File: src/rtl/fft_pkg.sv
// Shared types and sizing helpers for the radix-2 DIT FFT stage sequencer.
// Included first so every design file can import it.
package fft_pkg;

    typedef enum logic [2:0] {
        IDLE  = 3'd0,
        READ  = 3'd1,
        DRAIN = 3'd2,
        SWAP  = 3'd3,
        DONE  = 3'd4
    } fft_state_e;

    function automatic int addr_width(input int n);
        return $clog2(n);
    endfunction

    // Wide enough to hold 0..STAGES-1 and the STAGES-1 boundary compare.
    function automatic int stage_width(input int n);
        return $clog2($clog2(n)) + 1;
    endfunction

endpackage

File: src/rtl/fft_addr_delay.sv
// Fixed-depth shift register that replays read strobes and address pairs as
// write strobes once the butterfly result is ready; sync clear empties it.
module fft_addr_delay
    import fft_pkg::*;
#(
    parameter int DEPTH = 3,
    parameter int WIDTH = 11
) (
    input  logic             clk,
    input  logic             clr,
    input  logic [WIDTH-1:0] din,
    output logic [WIDTH-1:0] dout
);

    logic [WIDTH-1:0] r_pipe [DEPTH];

    // Shift every cycle; a clear flushes every slot so no stale write escapes.
    always_ff @(posedge clk) begin
        if (clr) begin
            for (int i = 0; i < DEPTH; i++) begin
                r_pipe[i] <= '0;
            end
        end else begin
            r_pipe[0] <= din;
            for (int i = 1; i < DEPTH; i++) begin
                r_pipe[i] <= r_pipe[i-1];
            end
        end
    end

    assign dout = r_pipe[DEPTH-1];

endmodule

File: src/rtl/fft_stage_sequencer.sv
// Stage/butterfly sequencer for the in-place radix-2 DIT FFT on the ping-pong
// sample RAM: read pairs, delayed write pairs, twiddle index and bank control.
module fft_stage_sequencer
    import fft_pkg::*;
#(
    parameter int N             = 32,
    parameter int address_width = addr_width(N),
    parameter int BF_LATENCY    = 3
) (
    input  logic                          clk,
    input  logic                          reset,
    input  logic                          start,
    output logic                          fft_busy,
    output logic                          done,
    output logic                          fft_read_en,
    output logic [address_width-1:0]      fft_rd_address1,
    output logic [address_width-1:0]      fft_rd_address2,
    output logic                          fft_wr_en,
    output logic [address_width-1:0]      fft_wr_address1,
    output logic [address_width-1:0]      fft_wr_address2,
    output logic                          bank_select,
    output logic [address_width-2:0]      tw_address,
    output logic [stage_width(N)-1:0]     stage
);

    localparam int STAGES  = $clog2(N);
    localparam int STAGE_W = stage_width(N);
    localparam int JW      = address_width - 1;
    localparam int DW      = $clog2(BF_LATENCY) + 1;
    localparam int DL_W    = 1 + 2 * address_width;

    fft_state_e             r_state;
    fft_state_e             w_state_nxt;
    logic [JW-1:0]          r_j;
    logic [JW-1:0]          w_j_nxt;
    logic [STAGE_W-1:0]     r_stage;
    logic [STAGE_W-1:0]     w_stage_nxt;
    logic [DW-1:0]          r_drain;
    logic [DW-1:0]          w_drain_nxt;

    logic [JW-1:0]            w_mask;
    logic [JW-1:0]            w_pos;
    logic [JW-1:0]            w_grp;
    logic [JW-1:0]            w_tw;
    logic [address_width-1:0] w_span;
    logic [address_width-1:0] w_a1;
    logic [address_width-1:0] w_a2;
    logic                     w_rd_en;
    logic                     w_busy;
    logic                     w_done;
    logic                     w_bank_nxt;

    logic                     r_rd_en;
    logic [address_width-1:0] r_rd_a1;
    logic [address_width-1:0] r_rd_a2;
    logic [JW-1:0]            r_tw;
    logic                     r_busy;
    logic                     r_done;
    logic                     r_bank;

    logic [DL_W-1:0]          w_dl_in;
    logic [DL_W-1:0]          w_dl_out;

    // State register with butterfly, stage and drain counters.
    always_ff @(posedge clk) begin
        if (reset) begin
            r_state <= IDLE;
            r_j     <= '0;
            r_stage <= '0;
            r_drain <= '0;
        end else begin
            r_state <= w_state_nxt;
            r_j     <= w_j_nxt;
            r_stage <= w_stage_nxt;
            r_drain <= w_drain_nxt;
        end
    end

    // Next-state logic; j holds at N/2-1 through DRAIN and only wraps in SWAP.
    always_comb begin
        w_state_nxt = r_state;
        w_j_nxt     = r_j;
        w_stage_nxt = r_stage;
        w_drain_nxt = r_drain;
        case (r_state)
            IDLE: begin
                if (start) begin
                    w_state_nxt = READ;
                    w_j_nxt     = '0;
                    w_stage_nxt = '0;
                end else begin
                    w_state_nxt = IDLE;
                end
            end
            READ: begin
                if (r_j == JW'(N / 2 - 1)) begin
                    w_state_nxt = DRAIN;
                    w_drain_nxt = '0;
                end else begin
                    w_j_nxt = r_j + JW'(1);
                end
            end
            DRAIN: begin
                if (r_drain == DW'(BF_LATENCY - 1)) begin
                    w_state_nxt = SWAP;
                end else begin
                    w_drain_nxt = r_drain + DW'(1);
                end
            end
            SWAP: begin
                w_j_nxt = '0;
                if (r_stage == STAGE_W'(STAGES - 1)) begin
                    w_state_nxt = DONE;
                end else begin
                    w_stage_nxt = r_stage + STAGE_W'(1);
                    w_state_nxt = READ;
                end
            end
            DONE:    w_state_nxt = IDLE;
            default: w_state_nxt = IDLE;
        endcase
    end

    // Output decode from the next state so registered outputs line up with it.
    always_comb begin
        w_mask     = ~({JW{1'b1}} << w_stage_nxt);
        w_pos      = w_j_nxt & w_mask;
        w_grp      = w_j_nxt >> w_stage_nxt;
        w_span     = {{(address_width-1){1'b0}}, 1'b1} << w_stage_nxt;
        w_rd_en    = (w_state_nxt == READ);
        w_busy     = (w_state_nxt != IDLE);
        w_done     = (w_state_nxt == DONE);
        w_bank_nxt = r_bank ^ (w_state_nxt == SWAP);
        if (w_rd_en) begin
            w_a1 = ({1'b0, w_grp} << (w_stage_nxt + STAGE_W'(1))) | {1'b0, w_pos};
            w_a2 = w_a1 + w_span;
            w_tw = w_pos << (STAGE_W'(STAGES - 1) - w_stage_nxt);
        end else begin
            w_a1 = '0;
            w_a2 = '0;
            w_tw = '0;
        end
    end

    // Registered read-side outputs and control flags.
    always_ff @(posedge clk) begin
        if (reset) begin
            r_rd_en <= 1'b0;
            r_rd_a1 <= '0;
            r_rd_a2 <= '0;
            r_tw    <= '0;
            r_busy  <= 1'b0;
            r_done  <= 1'b0;
            r_bank  <= 1'b0;
        end else begin
            r_rd_en <= w_rd_en;
            r_rd_a1 <= w_a1;
            r_rd_a2 <= w_a2;
            r_tw    <= w_tw;
            r_busy  <= w_busy;
            r_done  <= w_done;
            r_bank  <= w_bank_nxt;
        end
    end

    assign w_dl_in = {r_rd_en, r_rd_a1, r_rd_a2};

    fft_addr_delay #(
        .DEPTH (BF_LATENCY),
        .WIDTH (DL_W)
    ) u_wr_delay (
        .clk  (clk),
        .clr  (reset),
        .din  (w_dl_in),
        .dout (w_dl_out)
    );

    assign fft_read_en     = r_rd_en;
    assign fft_rd_address1 = r_rd_a1;
    assign fft_rd_address2 = r_rd_a2;
    assign tw_address      = r_tw;
    assign fft_busy        = r_busy;
    assign done            = r_done;
    assign bank_select     = r_bank;
    assign stage           = r_stage;
    assign fft_wr_en       = w_dl_out[DL_W-1];
    assign fft_wr_address1 = w_dl_out[2*address_width-1:address_width];
    assign fft_wr_address2 = w_dl_out[address_width-1:0];

endmodule

File: config.mk
export PLATFORM = sky130hd
export DESIGN_NAME = fft_stage_sequencer
export DESIGN_NICKNAME = d
export VERILOG_FILES = /design/src/rtl/fft_pkg.sv /design/src/rtl/fft_addr_delay.sv /design/src/rtl/fft_stage_sequencer.sv
export SDC_FILE = /design/constraint.sdc
export NUM_CORES = 1
export LEC_CHECK = 0
export ABC_AREA = 1
export CAP_MARGIN = 20
export CORE_ASPECT_RATIO = 1.4
export CORE_MARGIN = 5
export CORE_UTILIZATION = 35
export CTS_CLUSTER_DIAMETER = 200
export DETAILED_ROUTE_END_ITERATION = 7
export HOLD_SLACK_MARGIN = 0.08
export PLACE_DENSITY = 0.65
export SKIP_LAST_GASP = 1
export SLEW_MARGIN = 20
export SYNTH_ARGS = -nofsm -noshare
export SYNTH_HDL_FRONTEND = slang
export SYNTH_SLANG_ARGS = --single-unit
File: constraint.sdc
create_clock -name clk -period 9.33 [get_ports clk]
set_input_delay 2.799 -clock clk [delete_from_list [all_inputs] [get_ports clk]]
set_output_delay 2.799 -clock clk [all_outputs]
set_load 0.1 [all_outputs]
; ---- Word-level counts from Yosys, hierarchy flattened
; Memories as Yosys holds them, arrays and structs flattened.
; Index checks and enable logic that the tools add are counted.
[word_totals]
regBits = 32
mem_bits_rw = 33
in_bits = 3
out_inout_bits = 33
elab_cells = 67
mem_count = 1
[mem_list]
columns = memory, words, width, read_ports, rd_clocked_by_memory_dff, wr, line
row1 = u_wr_delay.r_pipe, 3, 11, 3, 0, 3, fft_addr_delay.sv:15  ; logic [WIDTH-1:0] r_pipe [DEPTH];
[classes]
addsub = 6
n_eq_ne = 11
n_shift = 5
mux = 20
n_bitwise = 8
reduce_logical = 5
[ops]
columns = op, n
row1 = 11-bit 2-to-1 mux, 3
row2 = 4-bit 2-to-1 mux, 4
row3 = 3-bit 2-to-1 mux, 5
row4 = "4-bit by 1-bit adder with 4-bit output, second input constant", 3
row5 = "3-bit by 2-bit equality test with 1-bit output, second input constant", 4
row6 = 3-bit case mux with 4 select lines, 1
row7 = 4-bit case mux with 3 select lines, 1
row8 = 4-bit case mux with 2 select lines, 1
row9 = "3-bit by 1-bit equality test with 1-bit output, second input constant", 2
row10 = 3-bit case mux with 2 select lines, 1
row11 = 5-bit adder, 1
row12 = 5-bit by 4-bit OR with 5-bit output, 1
row13 = "1-bit by 4-bit left shift with 5-bit output, first input constant", 1
row14 = 4-bit by 4-bit left shift with 5-bit output, 1
row15 = 4-bit AND, 1
row16 = "4-bit by 3-bit equality test with 1-bit output, second input constant", 1
row17 = "4-bit equality test, second input constant", 1
row18 = 1-bit 2-to-1 mux, 4
row19 = "2-bit inequality test, second input constant", 2
row20 = 4-bit inverter, 1
row21 = 4-bit by 4-bit left shift with 4-bit output, 1
row22 = "4-bit by 4-bit left shift with 4-bit output, first input constant", 1
row23 = 4-bit by 4-bit right shift with 4-bit output, 1
row24 = "3-bit by 4-bit subtractor with 4-bit output, first input constant", 1
row25 = other kinds (10), 12

; ---- Depth between registers and ports, before layout
[logic_depth]
word_depth = 8
mapped_depth = 24
depth_no_buf = 23

; ---- Modules after synthesis
; From an unflattened synthesis, not the netlist that was laid out.
[unflattened]
cells_unflattened = 399
area_unflattened_um2 = 3040.4
[modules_own_cells]
columns = mod, n_inst, cells_per_inst, area_each_um2, seq_area_each_um2
row1 = fft_stage_sequencer, 1, 285, 1999.4, 640.6
row2 = fft_addr_delay, 1, 114, 1041.0, 660.6

; ---- Worst setup path after synthesis
; Ideal clock, no wire load.
[synth_timing]
path_type = input to register
from = input start
to = register r_rd_a2[4], in the netlist fft_rd_address2[4]
setup_ps = 115
t_arrival_ps = 5354
required_ps = 9215
slack_ps = 3861
stages = 20
path_buffers = 1
cell_sequence = inv_1 > nor2_1 > nand2_2 > nand3_1 > nand2_1 > buf_4 > ha_1 > ha_1 > nand3_1 > or2_1 > nand2_1 > ha_1 > inv_1 > fa_1 > o21ai_0 > a21oi_1 > xnor2_1 > inv_1 > a21oi_1 > nor2_1
[synth_via]
elab_chain_len = 7
word_cells_on_any_way = 18
cone_classes = 2 x add/sub / 1 x eq/ne / 4 x shift / 6 x mux / 4 x bitwise / 1 x reduce/logical
[synth_lines]
columns = item, line
row1 = from (decl), fft_stage_sequencer.sv:12  ; input logic start,
row2 = 4-bit 2-to-1 mux *, fft_stage_sequencer.sv:87  ; if (start) begin
row3 = 4-bit case mux with 2 select lines *, fft_stage_sequencer.sv:85  ; case (r_state)
row4 = net w_stage_nxt[0], fft_stage_sequencer.sv:37  ; logic [STAGE_W-1:0] w_stage_nxt;
row5 = branches (longest 4 deep; another with 4-bit by 1-bit adder with 4-bit output), n/a
row6 = 5-bit adder *, fft_stage_sequencer.sv:136  ; w_a2 = w_a1 + w_span;
row7 = to (signal assigned), fft_stage_sequencer.sv:158  ; r_rd_a2 <= w_a2;
row8 = to (decl), fft_stage_sequencer.sv:55  ; logic [address_width-1:0] r_rd_a2;
; Mark *: on every way through the listed nets, which the timed path passes.
; A chain may end at the register's enable or synchronous reset.

; ---- Final worst setup path
[layout_timing]
from = input start
to = register r_rd_a2[4], in the netlist fft_rd_address2[4]
[layout_via]
elab_chain_len = 7
word_cells_on_any_way = 18
cone_classes = 2 x add/sub / 1 x eq/ne / 4 x shift / 6 x mux / 4 x bitwise / 1 x reduce/logical
[layout_lines]
columns = item
row1 = branches (longest 7 deep; another with 5-bit adder)
; Parallel ways; which one is timed is not known.

==> impl_metrics.ini <==
[floorplanning]
fp.dieArea_mm2 = 0.0106
io_pins = 36
die_w_um = 88.6
core_area_mm2 = 0.00851
row_count = 40
initial_core_util = 0.356
die_h_um = 120

[grt]
grt_pass1_wl_mm = 10.8
grt_usage = 0.130
antenna_found_initial = 0
grt_pass1_vias = 2528
grt_overflow = 0
grt_max_degree = 48

[clock_network]
cts_hold_buf = 0
cts_resized = 0
numCtsBuffers = 9
cts.clk_slew.worst_paths_ns = 0.06
cts_tree = done
htreeDepth = 3
clock_latency_ns = 0.32
cts_root_buffer = clkbuf_16
cts_setup_buffers = 0
clk_path_buf_depth = 2
clock_sinks = 65

[critical_path]
critPathRequiredTime_ns = 9.55
cp.arrival_ns = 6.15
cp_slowest_cell = clkdlybuf4s50_1
crit_path_cell_trace = clkdlybuf4s50_1 -> inv_1 -> nor2_1 -> nand2_2 -> nand3_1 -> nand2_1 -> ha_1 -> ha_1 -> nand3_1 -> or2_1 -> nand2_1 -> ha_1 -> inv_1 -> fa_1 -> o21ai_0 -> a21oi_1 -> xnor2_1 -> inv_1 -> a21oi_1 -> nor2_1
worstSetupStartpointType = input pin
worst-path-max-fanout = 12
cp_slowest_stage_delay_ns = 0.45
end_kind = flop
critical_path_class = input pin to flop

[sta]
finalSetupTns_ns = 0
fmax_ghz = 0.169
setup_violations = 0
worstMarginPinSlew_ns = 0.998
rsz0062_at_grt = false
fin_crit_sh = 0.635
relSlewSlack = 0.333
drv_slew = 0
finalClockSkew_ns = 0.00544
period_needed_ns = 5.93
hold_viol_final = 0

[hold_path]
hp-class = flop to flop

[drt]
wl_met1_mm = 2.34
postRouteAntennaNets = 0
route.met2.wl_mm = 3.32
via_per_inst = 4.66
drt_wl_total_mm = 6.16
drt_first_pass_iters = 5
wl_per_cell_um = 11.2
drc_errors = 0
vias = 2561
drt_iter0_drc = 115
route.met3.wl_um = 222
dr.max_layer_used = met4

[synth]
synth-xor-area-share = 0.0116
synth_cell_types = 36
synthCells = 411
synthSimpleGateAreaFrac = 0.286
yosysSeqAreaShare = 0.430
ys.warnings.count = 0
synth_top_family_by_area = simple AND/OR/NAND/NOR gates
synth_edf_count = 0
avgSynthCellArea_um2 = 7.36
synth_compound_area_frac = 0.0682
synthAdderAreaFrac = 0.0728
netlist_area_mm2 = 0.00303
synthMuxAreaShare = 0
synth.net_count = 431
ys.flop_type = dfxtp_1
synth_seq_cells = 65
async_flop_share = 0

[placed_design]
dp_hpwl_mm = 4.61
numPortBuffers = 35
globalplace.congestion = 0.855
placed_area_mm2 = 0.00339

[final_layout]
finalInstanceArea_mm2 = 0.00372
fillerInstances = 880
area_growth_pct = 22.9
nNetsFinal = 459
drive_gt1_frac = 0.0811
final_cell_mix = 80 x nand2_1, 72 x inv_1, 69 x nor2_1
final_common_cell = nand2_1
antenna_cells = 0

[job]
drv_cap = 0

[power]
p_leak_nw = 1.64
power_density_mw_per_mm2 = 185
max-vdd-ir-drop_uv = 113

[outcome]
outcome = complete, no violations
cells in the mapped netlist (2+ instances only):
cell	number	share of area
a211oi_1	2	0.0050
inv_1	72	0.089
clkbuf_1	4	0.0050
nand3_1	24	0.040
dfxtp_1	65	0.43
buf_2	2	0.0033
xor2_1	3	0.0087
nor2_2	4	0.0083
nand2_2	3	0.0062
nand4_1	7	0.014
buf_4	11	0.027
o21ai_0	6	0.0099
nand2_1	80	0.099
nor2_1	69	0.086
a31oi_1	2	0.0041
nand3_2	2	0.0066
nor2_4	2	0.0074
or2_2	2	0.0041
nor3_1	3	0.0050
ha_1	16	0.066
o21ai_1	3	0.0050
a21oi_1	15	0.025
state kept, by name, indices dropped and copies added (netlist names), 3 cells and up:
| register | flops |
|---|---|
| fft_rd_address1 | 5 |
| fft_rd_address2 | 5 |
| r_drain | 3 |
| r_j | 4 |
| r_state | 3 |
| stage | 4 |
| tw_address | 4 |
| u_wr_delay.r_pipe | 33 |
report_power, final:
group,internal [mW],total [mW],switching [mW]
clock,0.237,0.362,0.125
sequential,0.282,0.285,0.00284
combinational,0.0109,0.0429,0.0320
path summary, 6_finish.rpt:
check	start	end	slack, ns	cells past startpoint
setup / recovery	start	fft_rd_address2[4]$_SDFF_PP0_	3.40	20
hold / removal	u_wr_delay.r_pipe[0][9]$_SDFF_PP0_	u_wr_delay.r_pipe[0][20]$_SDFF_PP0_	0.40	2
setup reg to reg	stage[0]$_SDFF_PP0_	fft_rd_address2[4]$_SDFF_PP0_	5.55	20
hold reg to reg	u_wr_delay.r_pipe[0][9]$_SDFF_PP0_	u_wr_delay.r_pipe[0][20]$_SDFF_PP0_	0.40	2
per-layer routing:
layer / GRT usage / up-vias
li1: - / 1308
met1: 0.122 / 1177
met2: 0.235 / 56
met3: 0.0337 / 20
met4: 0.0926 / 0
met5: 0 / -
cells by family (layout without fill, tap and decap cells):
family                     after synthesis  after routing
AOI/OAI and AO/OA                       33             33
xor gates and xnor gates                 4              4
adders and majority gates               17             17
DFF                                     65             65
and+or+nand+nor                        200            200
buffers and inverters                   92            125
layout make-up:
class | instances | area (um^2) | share of cell area
clock buffers | 9 | 225 | 0.0605
clock inverters | 7 | 103 | 0.0276
inverters | 73 | 274 | 0.0736
multi-input cells | 254 | 1330 | 0.357
flip-flops and latches | 65 | 1300 | 0.350
well taps | 105 | 131 | 0.0353
repair buffers | 36 | 358 | 0.0962
through the flow:
| step | total power [mW] | hold WS (ns) | utilization | setup WS, ns | std cells |
|---|---|---|---|---|---|
| 2_1_floorplan | 0.325 | 0.388 | - | 3.86 | 411 |
| 3_3_place_gp | 0.334 | 0.390 | 0.399 | 3.12 | 533 |
| 3_5_place_dp | 0.334 | 0.392 | 0.399 | 3.06 | 533 |
| 4_1_cts | 0.701 | 0.399 | 0.437 | 3.41 | 549 |
| 5_1_grt | 0.719 | 0.410 | 0.437 | 3.06 | 549 |
| 6_report | 0.690 | 0.399 | 0.437 | 3.40 | 549 |
worst max-delay path, delay by kind of cell:
| kind | cells | cell delay (ns) |
|---|---|---|
| adders and majority gates | 4 | 1.16 |
| and+or+nand+nor | 8 | 1.02 |
| buffers and inverters | 4 | 0.62 |
| AOI/OAI and AO/OA | 3 | 0.38 |
| xor gates and xnor gates | 1 | 0.15 |
(Power assumes the default switching activity.)
